File: config.mk
export PLATFORM = sky130hd
export DESIGN_NAME = bp_fetch_ctrl
export DESIGN_NICKNAME = d
export VERILOG_FILES = /design/src/rtl/bp_pkg.sv /design/src/rtl/bp_pred_fifo.sv /design/src/rtl/bp_fetch_ctrl.sv
export SDC_FILE = /design/constraint.sdc
export NUM_CORES = 1
export LEC_CHECK = 0
export BUFFER_PORTS_ARGS = -buffer_cell sky130_fd_sc_hd__buf_4
export CAP_MARGIN = 30
export CELL_PAD_IN_SITES_DETAIL_PLACEMENT = 1
export CELL_PAD_IN_SITES_GLOBAL_PLACEMENT = 2
export CORE_MARGIN = 4
export CORE_UTILIZATION = 39
export DETAILED_ROUTE_END_ITERATION = 7
export PLACE_DENSITY_LB_ADDON = 0.1
export SYNTH_ARGS = -nofsm -noshare
export SYNTH_HDL_FRONTEND = slang
export SYNTH_SLANG_ARGS = --single-unit
File: constraint.sdc
create_clock -name clk -period 13.6 [get_ports clk]
set_input_delay 2.04 -clock clk [delete_from_list [all_inputs] [get_ports clk]]
set_output_delay 2.04 -clock clk [all_outputs]
set_load 0.005 [all_outputs]
File: src/rtl/bp_pkg.sv
// Shared types and constants for the branch-prediction fetch controller.
package bp_pkg;

  localparam logic [31:0] PC_INCR = 32'd4;

  typedef enum logic [1:0] {
    ST_IDLE     = 2'd0,
    ST_RUN      = 2'd1,
    ST_REDIRECT = 2'd2
  } fetch_state_e;

  typedef struct packed {
    logic [31:0] pc;
    logic [31:0] pred_next_pc;
  } pred_entry_t;

  // Next PC: either the supplied target or the sequential successor.
  function automatic logic [31:0] next_pc(input logic        take,
                                          input logic [31:0] target,
                                          input logic [31:0] pc);
    return take ? target : pc + PC_INCR;
  endfunction

endpackage

File: src/rtl/bp_pred_fifo.sv
// Prediction queue: one entry per in-flight fetch, oldest at head.
// Head is read combinationally so execute can compare in the same cycle.
// Clear wins over push; push is accepted when full only alongside a pop.
module bp_pred_fifo
  import bp_pkg::*;
#(
  parameter int DEPTH = 4
) (
  input  logic        clk,
  input  logic        reset_n,
  input  logic        push,
  input  logic        pop,
  input  logic        clear,
  input  pred_entry_t push_data,
  output logic        full,
  output logic        empty,
  output pred_entry_t head
);

  localparam int PTR_W = (DEPTH > 1) ? $clog2(DEPTH) : 1;
  localparam int CNT_W = PTR_W + 1;

  pred_entry_t        mem_reg [DEPTH];
  logic [PTR_W-1:0]   wr_ptr_reg;
  logic [PTR_W-1:0]   rd_ptr_reg;
  logic [CNT_W-1:0]   count_reg;
  logic               push_ok;
  logic               pop_ok;

  assign full    = (count_reg == CNT_W'(DEPTH));
  assign empty   = (count_reg == '0);
  assign pop_ok  = pop && !empty;
  assign push_ok = push && (!full || pop_ok);
  assign head    = mem_reg[rd_ptr_reg];

  // Entry storage; contents need no reset because count gates visibility.
  always_ff @(posedge clk) begin
    if (push_ok && !clear) mem_reg[wr_ptr_reg] <= push_data;
  end

  // Pointers and occupancy; pointer wrap relies on DEPTH being a power of two.
  always_ff @(posedge clk or negedge reset_n) begin
    if (!reset_n) begin
      wr_ptr_reg <= '0;
      rd_ptr_reg <= '0;
      count_reg  <= '0;
    end else if (clear) begin
      wr_ptr_reg <= '0;
      rd_ptr_reg <= '0;
      count_reg  <= '0;
    end else begin
      if (push_ok) wr_ptr_reg <= wr_ptr_reg + PTR_W'(1);
      if (pop_ok)  rd_ptr_reg <= rd_ptr_reg + PTR_W'(1);
      case ({push_ok, pop_ok})
        2'b10:   count_reg <= count_reg + CNT_W'(1);
        2'b01:   count_reg <= count_reg - CNT_W'(1);
        default: count_reg <= count_reg;
      endcase
    end
  end

endmodule

File: src/rtl/bp_fetch_ctrl.sv
// Fetch PC controller with branch-prediction queue and mispredict redirect.
// Optional statistics counters enabled by defining BP_FETCH_CTRL_STATS_EN.
module bp_fetch_ctrl
  import bp_pkg::*;
#(
  parameter int          DEPTH    = 4,
  parameter logic [31:0] RESET_PC = 32'h0000_0000
) (
  input  logic        clk,
  input  logic        reset_n,
  input  logic        f_stall,
  input  logic        bp_predicted_en,
  input  logic        bp_predicted_taken_en,
  input  logic [31:0] bp_predicted_pc,
  input  logic        e_valid,
  input  logic [31:0] e_pc,
  input  logic        e_branch_en,
  input  logic        e_branch_taken_en,
  input  logic [31:0] e_branch_target,
  output logic [31:0] f_pc,
  output logic        f_valid,
  output logic        e_mispredict_en,
  output logic        flush,
  output logic        q_full,
  output logic        seq_err,
  output logic [31:0] stat_branches,
  output logic [31:0] stat_mispredicts
);

  fetch_state_e state_reg, state_next;
  logic [31:0]  f_pc_reg;
  logic         seq_err_reg;
  logic [31:0]  pred_next_pc;
  logic [31:0]  actual_next_pc;
  logic         deq_valid;
  logic         mispredict;
  logic         push;
  logic         q_empty;
  pred_entry_t  q_head;
  pred_entry_t  push_data;

  assign pred_next_pc   = next_pc(bp_predicted_en && bp_predicted_taken_en,
                                  bp_predicted_pc, f_pc_reg);
  assign actual_next_pc = next_pc(e_branch_en && e_branch_taken_en,
                                  e_branch_target, e_pc);
  assign deq_valid      = e_valid && !q_empty;
  assign mispredict     = deq_valid && (actual_next_pc != q_head.pred_next_pc);
  assign f_valid        = (state_reg == ST_RUN) && !q_full;
  assign push           = f_valid && !f_stall && !mispredict;

  assign push_data.pc           = f_pc_reg;
  assign push_data.pred_next_pc = pred_next_pc;

  assign f_pc            = f_pc_reg;
  assign e_mispredict_en = mispredict;
  assign flush           = mispredict;
  assign seq_err         = seq_err_reg;

  bp_pred_fifo #(
    .DEPTH (DEPTH)
  ) u_fifo (
    .clk       (clk),
    .reset_n   (reset_n),
    .push      (push),
    .pop       (deq_valid),
    .clear     (mispredict),
    .push_data (push_data),
    .full      (q_full),
    .empty     (q_empty),
    .head      (q_head)
  );

  // FSM state register.
  always_ff @(posedge clk or negedge reset_n) begin
    if (!reset_n) state_reg <= ST_IDLE;
    else          state_reg <= state_next;
  end

  // FSM next state: a mispredict always forces a one-cycle redirect bubble.
  always_comb begin
    state_next = state_reg;
    case (state_reg)
      ST_IDLE:     state_next = ST_RUN;
      ST_RUN:      state_next = mispredict ? ST_REDIRECT : ST_RUN;
      ST_REDIRECT: state_next = ST_RUN;
      default:     state_next = ST_IDLE;
    endcase
    if (mispredict) state_next = ST_REDIRECT;
  end

  // Fetch PC: redirect on mispredict, advance on accepted fetch, else hold.
  always_ff @(posedge clk or negedge reset_n) begin
    if (!reset_n)        f_pc_reg <= RESET_PC;
    else if (mispredict) f_pc_reg <= actual_next_pc;
    else if (push)       f_pc_reg <= pred_next_pc;
  end

  // Sticky retire-ordering error: retire with nothing queued or wrong PC.
  always_ff @(posedge clk or negedge reset_n) begin
    if (!reset_n)
      seq_err_reg <= 1'b0;
    else if (e_valid && (q_empty || (e_pc != q_head.pc)))
      seq_err_reg <= 1'b1;
  end

`ifdef BP_FETCH_CTRL_STATS_EN
  logic [31:0] stat_branches_reg;
  logic [31:0] stat_mispredicts_reg;

  // Saturating counters of retired branches and mispredicts.
  always_ff @(posedge clk or negedge reset_n) begin
    if (!reset_n) begin
      stat_branches_reg    <= '0;
      stat_mispredicts_reg <= '0;
    end else begin
      if (deq_valid && e_branch_en && (stat_branches_reg != 32'hFFFF_FFFF))
        stat_branches_reg <= stat_branches_reg + 32'd1;
      if (mispredict && (stat_mispredicts_reg != 32'hFFFF_FFFF))
        stat_mispredicts_reg <= stat_mispredicts_reg + 32'd1;
    end
  end

  assign stat_branches    = stat_branches_reg;
  assign stat_mispredicts = stat_mispredicts_reg;
`else
  assign stat_branches    = 32'd0;
  assign stat_mispredicts = 32'd0;
`endif

endmodule

==> impl_metrics.tcl, run 1 <==
set metrics [dict create \
    synth_edf_count 256 \
    drive_gt1_frac 0.248 \
    cts_setup_buffers 0 \
    clock-sinks 298 \
    slew_viol_final 0 \
    fillers 3894 \
    port_buffers 140 \
    max-cap-violations 0 \
    slew_headroom 0.449 \
    fp.coreArea_mm2 0.0379 \
    largest_reg_flops 256 \
    met2_usage 0.346 \
    dpl.hpwl_um 34300 \
    path_class "input port to output port" \
    slowest_stage "or4_4" \
    crit_family "simple AND/OR/NAND/NOR gates" \
    p_leak_nw 6.17 \
    tns_ns 0 \
    ctsHoldBuffers 0 \
    clkTransAtPathRegs_ns 0.05 \
    p_seq_frac 0.458 \
    synth_cell_types 71 \
    numCtsBuffers 35 \
    final_area_mm2 0.0176 \
    rsz0062_at_grt "no" \
    multiInputGateArea_mm2 0.00578 \
    cp.arrival_ns 5.39 \
    hold_class "flip-flop to flip-flop" \
    met1_usage 0.341 \
    synth.top_cell.area_share 0.508 \
    end_kind "output port" \
    die_height_um 205 \
    rows 71 \
    cts-root-buf "clkbuf_16" \
    synth_largest_area_cell "edfxtp_1" \
    grtUsageTotal 0.227 \
    grt_max_degree 57 \
    synthArstFlopShare 0.141 \
    start_util 0.399 \
    dpl-instance-area_mm2 0.0164 \
    p_switching_w 0.00101 \
    clockPowerShare 0.302 \
    dieArea_mm2 0.0420 \
    cp_num_buf_inv 4 \
    path_max_fanout 31 \
    place.gp.congestion 0.828 \
    synth_top_cells_by_area "edfxtp_1 51%, mux4_2 9.5%, dfrtp_1 6.9%" \
    grtUsageMet3 0.0399 \
    period_minus_slack_ns 7.43 \
    finalCritPeriodShare 0.546 \
    num_antenna_cells 0 \
    critical_path_required_ns 11.56 \
    seq_area_mm2 0.00874 \
    routed_wl_um 47900 \
    status "completed" \
    p_comb_frac 0.239 \
    clk_latency_ns 0.55 \
    grt_overflow 0 \
    grt_pass1_vias 9922 \
    ios 205 \
    antenna_left 0 \
    post_cts_resized 0 \
    cp_cell_sequence "buf_4 > and2_1 > buf_4 > mux2i_1 > xnor2_1 > nor4_2 > nand4_1 > or4_4 > nor4_2 > nand2b_2 > inv_1 > buf_4" \
    synth_top_flop_cell "edfxtp_1" \
    final_nets 1337 \
    drt-wirelength-per-cell_um 27.2 \
    vdd_drop_max_uv 136 \
    grt_pass1_wl_um 68900 \
    fin_skew_ns 0.0214 \
    num_vias 9801 \
    busiest_layer "met2" \
    critPathLaunchType "input port" \
    cpPeakStageDelay_ns 0.58 \
    yosysSeqAreaShare 0.577 \
    cts_tree "done" \
    fmax_mhz 135 \
    postSynthCellCount 1099 \
    avgSynthCellArea_um2 13.8 \
    vias_per_cell 5.56 \
    drtPass1Iterations 5 \
    h-tree-depth 2 \
    yosys_warnings 0 \
    path_common_cell "buf_4" \
    synthesis.area_mm2 0.0151 \
    die_w_um 205 \
    ys_ff_latch 298 \
    drcViolationCount 0 \
    internal_power_w 0.00213 \
    swShare 0.322 \
    areaGrowthSynthToFinish_pct 16.2 \
    hold_viol_final 0 \
    r2r_slack_ns 6.73 \
    tightest_slew_ns 0.827 \
    clockBufferDepth 3 \
    drt-initial-drc-count 756 \
    setup_violations 0 \
    antenna_found_initial 0 \
    powerDensity_mw_per_mm2 179 \
]
power by group through the flow:
stage / clock network (W) / registers [W] / logic (W)
floorplan: 0 / 0.00136 / 0.000456
global placement: 0 / 0.00145 / 0.000741
detailed placement: 0 / 0.00145 / 0.000755
CTS: 0.000973 / 0.00143 / 0.000759
global route: 0.00101 / 0.00145 / 0.000817
finish: 0.000949 / 0.00144 / 0.000752
cells in the final DEF (no fill, tap or decap), drive strengths merged, types with 13 or more instances in the layout:
cell type and n:
a21oi 49, a31oi 15, and3 17, buf 154, clkbuf 46, conb 64, dfrtp 42, edfxtp 256
inv 20, mux2i 50, mux4 64, nand2 57, nand3 34, nand4 26, nor2 64, nor3 13
o21ai 15, o22ai 13, xnor2 71, xor2 28
synth_stat cells (all sizes together) (28+ instances only):
master  count
a21oi      49
nand3      34
nor2       64
buf        94
edfxtp    256
xnor2      71
mux2i      50
mux4       64
xor2       28
nand2      57
dfrtp      42
clkbuf     33
cell families (layout without fill, tap and decap cells):
| family | Yosys count | in the layout | share of synthesized area |
|---|---|---|---|
| compound gates | 149 | 149 | 0.0650 |
| other cells | 1 | 64 | 0.000248 |
| fa+ha+maj | 7 | 7 | 0.00628 |
| flops | 298 | 298 | 0.577 |
| xor+xnor | 100 | 100 | 0.0588 |
| mux | 123 | 123 | 0.137 |
| simple gates | 277 | 277 | 0.0982 |
| buf+inv | 144 | 234 | 0.0575 |
final timing paths:
kind,start,to,cells after the start
worst max-delay path,e_branch_en,flush,12
worst min-delay path,state_reg[0],state_reg[0],1
worst max register to register,u_fifo.rd_ptr_reg[0],u_fifo.mem_reg[2][43],12
worst min register to register,state_reg[0],state_reg[0],1
max in group asynchronous,reset_n,u_fifo.rd_ptr_reg[0],1
min in group asynchronous,reset_n,f_pc[29],1
metrics by stage:
step,utilization,hold WS (ns),worst slack (ns),cells,power (W)
2_1_floorplan,-,0.418,6.68,1162,0.00182
3_3_place_gp,0.432,0.447,5.90,1699,0.00219
3_5_place_dp,0.432,0.442,5.89,1700,0.00221
4_1_cts,0.464,0.457,6.14,1763,0.00317
5_1_grt,0.464,0.475,5.91,1763,0.00328
6_report,0.464,0.456,6.17,1763,0.00314
area by class of cell:
class / instances / share of cell area
clock buffer: 46 / 0.0539
clock inverter: 17 / 0.0130
inverter: 17 / 0.00363
multi-input combinational: 720 / 0.329
sequential: 298 / 0.497
tap: 511 / 0.0364
timing repair buffer: 154 / 0.0669
per-layer routing:
| metal | share of wire | routed length, µm |
|---|---|---|
| met1 | 0.46 | 22200 |
| met2 | 0.46 | 21900 |
| met3 | 0.061 | 2940 |
| met4 | 0.017 | 820 |
| met5 | 0 | 0 |
Note: power is estimated with default switching activity, not from simulation.
==> run 2, diff against run 1 <==
--- a/config.mk
+++ b/config.mk
@@ -5,12 +5,13 @@
 export SDC_FILE = /design/constraint.sdc
 export NUM_CORES = 1
 export LEC_CHECK = 0
+export ABC_AREA = 1
 export BUFFER_PORTS_ARGS = -buffer_cell sky130_fd_sc_hd__buf_4
 export CAP_MARGIN = 30
 export CELL_PAD_IN_SITES_DETAIL_PLACEMENT = 1
 export CELL_PAD_IN_SITES_GLOBAL_PLACEMENT = 2
 export CORE_MARGIN = 4
-export CORE_UTILIZATION = 39
+export CORE_UTILIZATION = 33
 export DETAILED_ROUTE_END_ITERATION = 7
 export PLACE_DENSITY_LB_ADDON = 0.1
 export SYNTH_ARGS = -nofsm -noshare
==> constraint.sdc (replaced) <==
create_clock -name clk -period 6 [get_ports clk]
set_input_delay 0.9 -clock clk [delete_from_list [all_inputs] [get_ports clk]]
set_output_delay 0.9 -clock clk [all_outputs]
set_load 0.005 [all_outputs]
==> run 2 against run 1 <==
  * Combinational power rose to 3.5 times the previous value
  * Final area is 2.0% higher
  * Wire length grew 12%
  * Flip-flop and latch count is the same
  * Synthesized area grew 0.59%
==> impl_metrics.tcl, run 2 <==
set metrics [dict create \
    status "completed" \
    fillers 5255 \
    met2_usage 0.336 \
    synthesis.area_mm2 0.0152 \
    vias_per_cell 5.05 \
    vdd_drop_max_uv 184 \
    ctsHoldBuffers 0 \
    largest_reg_flops 256 \
    setup_violations 0 \
    synth_cell_types 52 \
    yosysSeqAreaShare 0.574 \
    final_common_cell "nand2_1" \
    post_cts_resized 0 \
    fp.coreArea_mm2 0.0455 \
    dpl.hpwl_um 38000 \
    period_minus_slack_ns 5.13 \
    die_height_um 223 \
    final_area_mm2 0.0179 \
    clock-sinks 298 \
    hold_viol_final 0 \
    postSynthCellCount 1624 \
    synth_top_flop_cell "edfxtp_1" \
    antenna_left 0 \
    synth.top_cell.area_share 0.505 \
    dp.cells 2320 \
    finalCritPeriodShare 0.855 \
    clockBufferDepth 3 \
    tns_ns 0 \
    antenna_found_initial 0 \
    critPathLaunchType "flip-flop" \
    path_class "flip-flop to output port" \
    cts-root-buf "clkbuf_16" \
    synth_largest_area_cell "edfxtp_1" \
    reg2reg_depth 17 \
    p_leak_nw 7.21 \
    place.gp.congestion 0.797 \
    avgSynthCellArea_um2 9.37 \
    h-tree-depth 2 \
    grt_overflow 0 \
    grt_max_degree 84 \
    slew_headroom 0.311 \
    slew_viol_final 0 \
    port_buffers 140 \
    grt_pass1_vias 12479 \
    busiest_layer "met2" \
    dieArea_mm2 0.0496 \
    drtPass1Iterations 5 \
    critical_path_required_ns 5.10 \
    clk_latency_ns 0.53 \
    synth_top_cells_by_area "edfxtp_1 51%, nand2_1 13%, dfrtp_1 6.9%" \
    final_cell_mix "540 x nand2_1, 256 x edfxtp_1, 157 x buf_4, 140 x nor2_1, 106 x nand3_1" \
    end_kind "output port" \
    cp.arrival_ns 4.23 \
    ys_ff_latch 298 \
    r2r-start "u_fifo.rd_ptr_reg[0]" \
    ios 205 \
    clkTransAtPathRegs_ns 0.06 \
    yosys_warnings 0 \
    drive_gt1_frac 0.152 \
    rows 78 \
    seq_area_mm2 0.00874 \
    final_nets 1870 \
    powerDensity_mw_per_mm2 455 \
    die_w_um 223 \
    grt_pass1_wl_um 80100 \
    areaGrowthSynthToFinish_pct 17.9 \
    synth_edf_count 256 \
    cts_setup_buffers 0 \
    grtUsageMet3 0.0268 \
    synthArstFlopShare 0.141 \
    dpl-instance-area_mm2 0.0167 \
    yosysMostFrequentCell "nand2_1" \
    path_max_fanout 77 \
    r2r_slack_ns 1.04 \
    routed_wl_um 53800 \
    drt-initial-drc-count 632 \
    met1_usage 0.310 \
    fin_skew_ns 0.0126 \
    drcViolationCount 0 \
    max-cap-violations 0 \
    rsz0062_at_grt "no" \
    start_util 0.335 \
    tightest_slew_ns 1.02 \
    drt-wirelength-per-cell_um 22.5 \
    fmax_mhz 195 \
    numCtsBuffers 37 \
    num_vias 12045 \
    grtUsageTotal 0.213 \
    preCtsSetupSlack_ns 0.943 \
    rr_endpoint "u_fifo.mem_reg[1][19]" \
    layoutNonFillerInstCount 2387 \
    multiInputGateArea_mm2 0.00566 \
    layout_setup_ws_ns 0.869 \
    synthTopCellsByCount "540 x nand2_1, 256 x edfxtp_1, 144 x nor2_1" \
    hold_class "input port to asynchronous set/reset pin" \
    cts_tree "done" \
]
-- run 2: metrics by stage --
stage / utilization / power [W] / hold WS, ns
finish: 0.395 / 0.00816 / 0.376
global route: 0.394 / 0.00868 / 0.398
CTS: 0.394 / 0.00827 / 0.380
detailed placement: 0.368 / 0.00598 / 0.443
global placement: 0.368 / 0.00592 / 0.436
floorplan: - / 0.00479 / 0.420
-- run 2: kinds of logic (layout without fill, tap and decap cells) --
logic type | Yosys count | after routing | share of synthesized area
AOI/OAI and AO/OA | 192 | 192 | 0.0812
xor gates and xnor gates | 44 | 44 | 0.0253
adders and majority gates | 7 | 7 | 0.00625
buffers and inverters | 210 | 307 | 0.0718
DFF | 298 | 298 | 0.574
other | 1 | 67 | 0.000246
and+or+nand+nor | 872 | 872 | 0.241
-- run 2: worst max path at each step --
stage                         start                     to  slack [ns]  depth (start not counted)
6_report       u_fifo.rd_ptr_reg[0]        e_mispredict_en        0.87                         14
5_1_grt        u_fifo.rd_ptr_reg[0]        e_mispredict_en        0.66                         14
4_1_cts        u_fifo.rd_ptr_reg[0]        e_mispredict_en        0.85                         14
3_5_place_dp                e_pc[2]  u_fifo.mem_reg[3][37]        0.94                         21
3_3_place_gp                e_pc[2]  u_fifo.mem_reg[3][38]        1.02                         21
2_1_floorplan               e_pc[2]   u_fifo.mem_reg[0][0]        0.22                         21
-- run 2: area by class of cell --
cell class	instances	area share
clock buffer	45	0.0544
tap	600	0.0418
inverter	82	0.0174
clock inverter	19	0.0132
timing repair buffer	161	0.0702
sequential	298	0.487
antenna	3	0.000418
multi-input combinational	1179	0.315
-- run 2: layer usage --
metal,routed length [µm],share of wire
met1,25800,0.48
met2,24600,0.46
met3,2010,0.037
met4,1340,0.025
met5,0,0
-- run 2: critical path, stage by stage (launching register included) --
cell,delay (ns)
dfrtp_4,0.70
inv_4,0.70
buf_4,0.36
nand2_1,0.07
nand3_1,0.07
nand2_1,0.08
nand3_1,0.09
nand2_1,0.08
nor2_1,0.19
nand2_1,0.11
nor3_2,0.21
nand3_2,0.16
nand2_4,0.32
inv_4,0.23
buf_4,0.21
-- run 2: report_power, final --
part | switching (W) | internal [W] | total [W]
sequential | 0.000491 | 0.00281 | 0.00330
clock | 0.000878 | 0.00138 | 0.00225
combinational | 0.00172 | 0.000881 | 0.00260
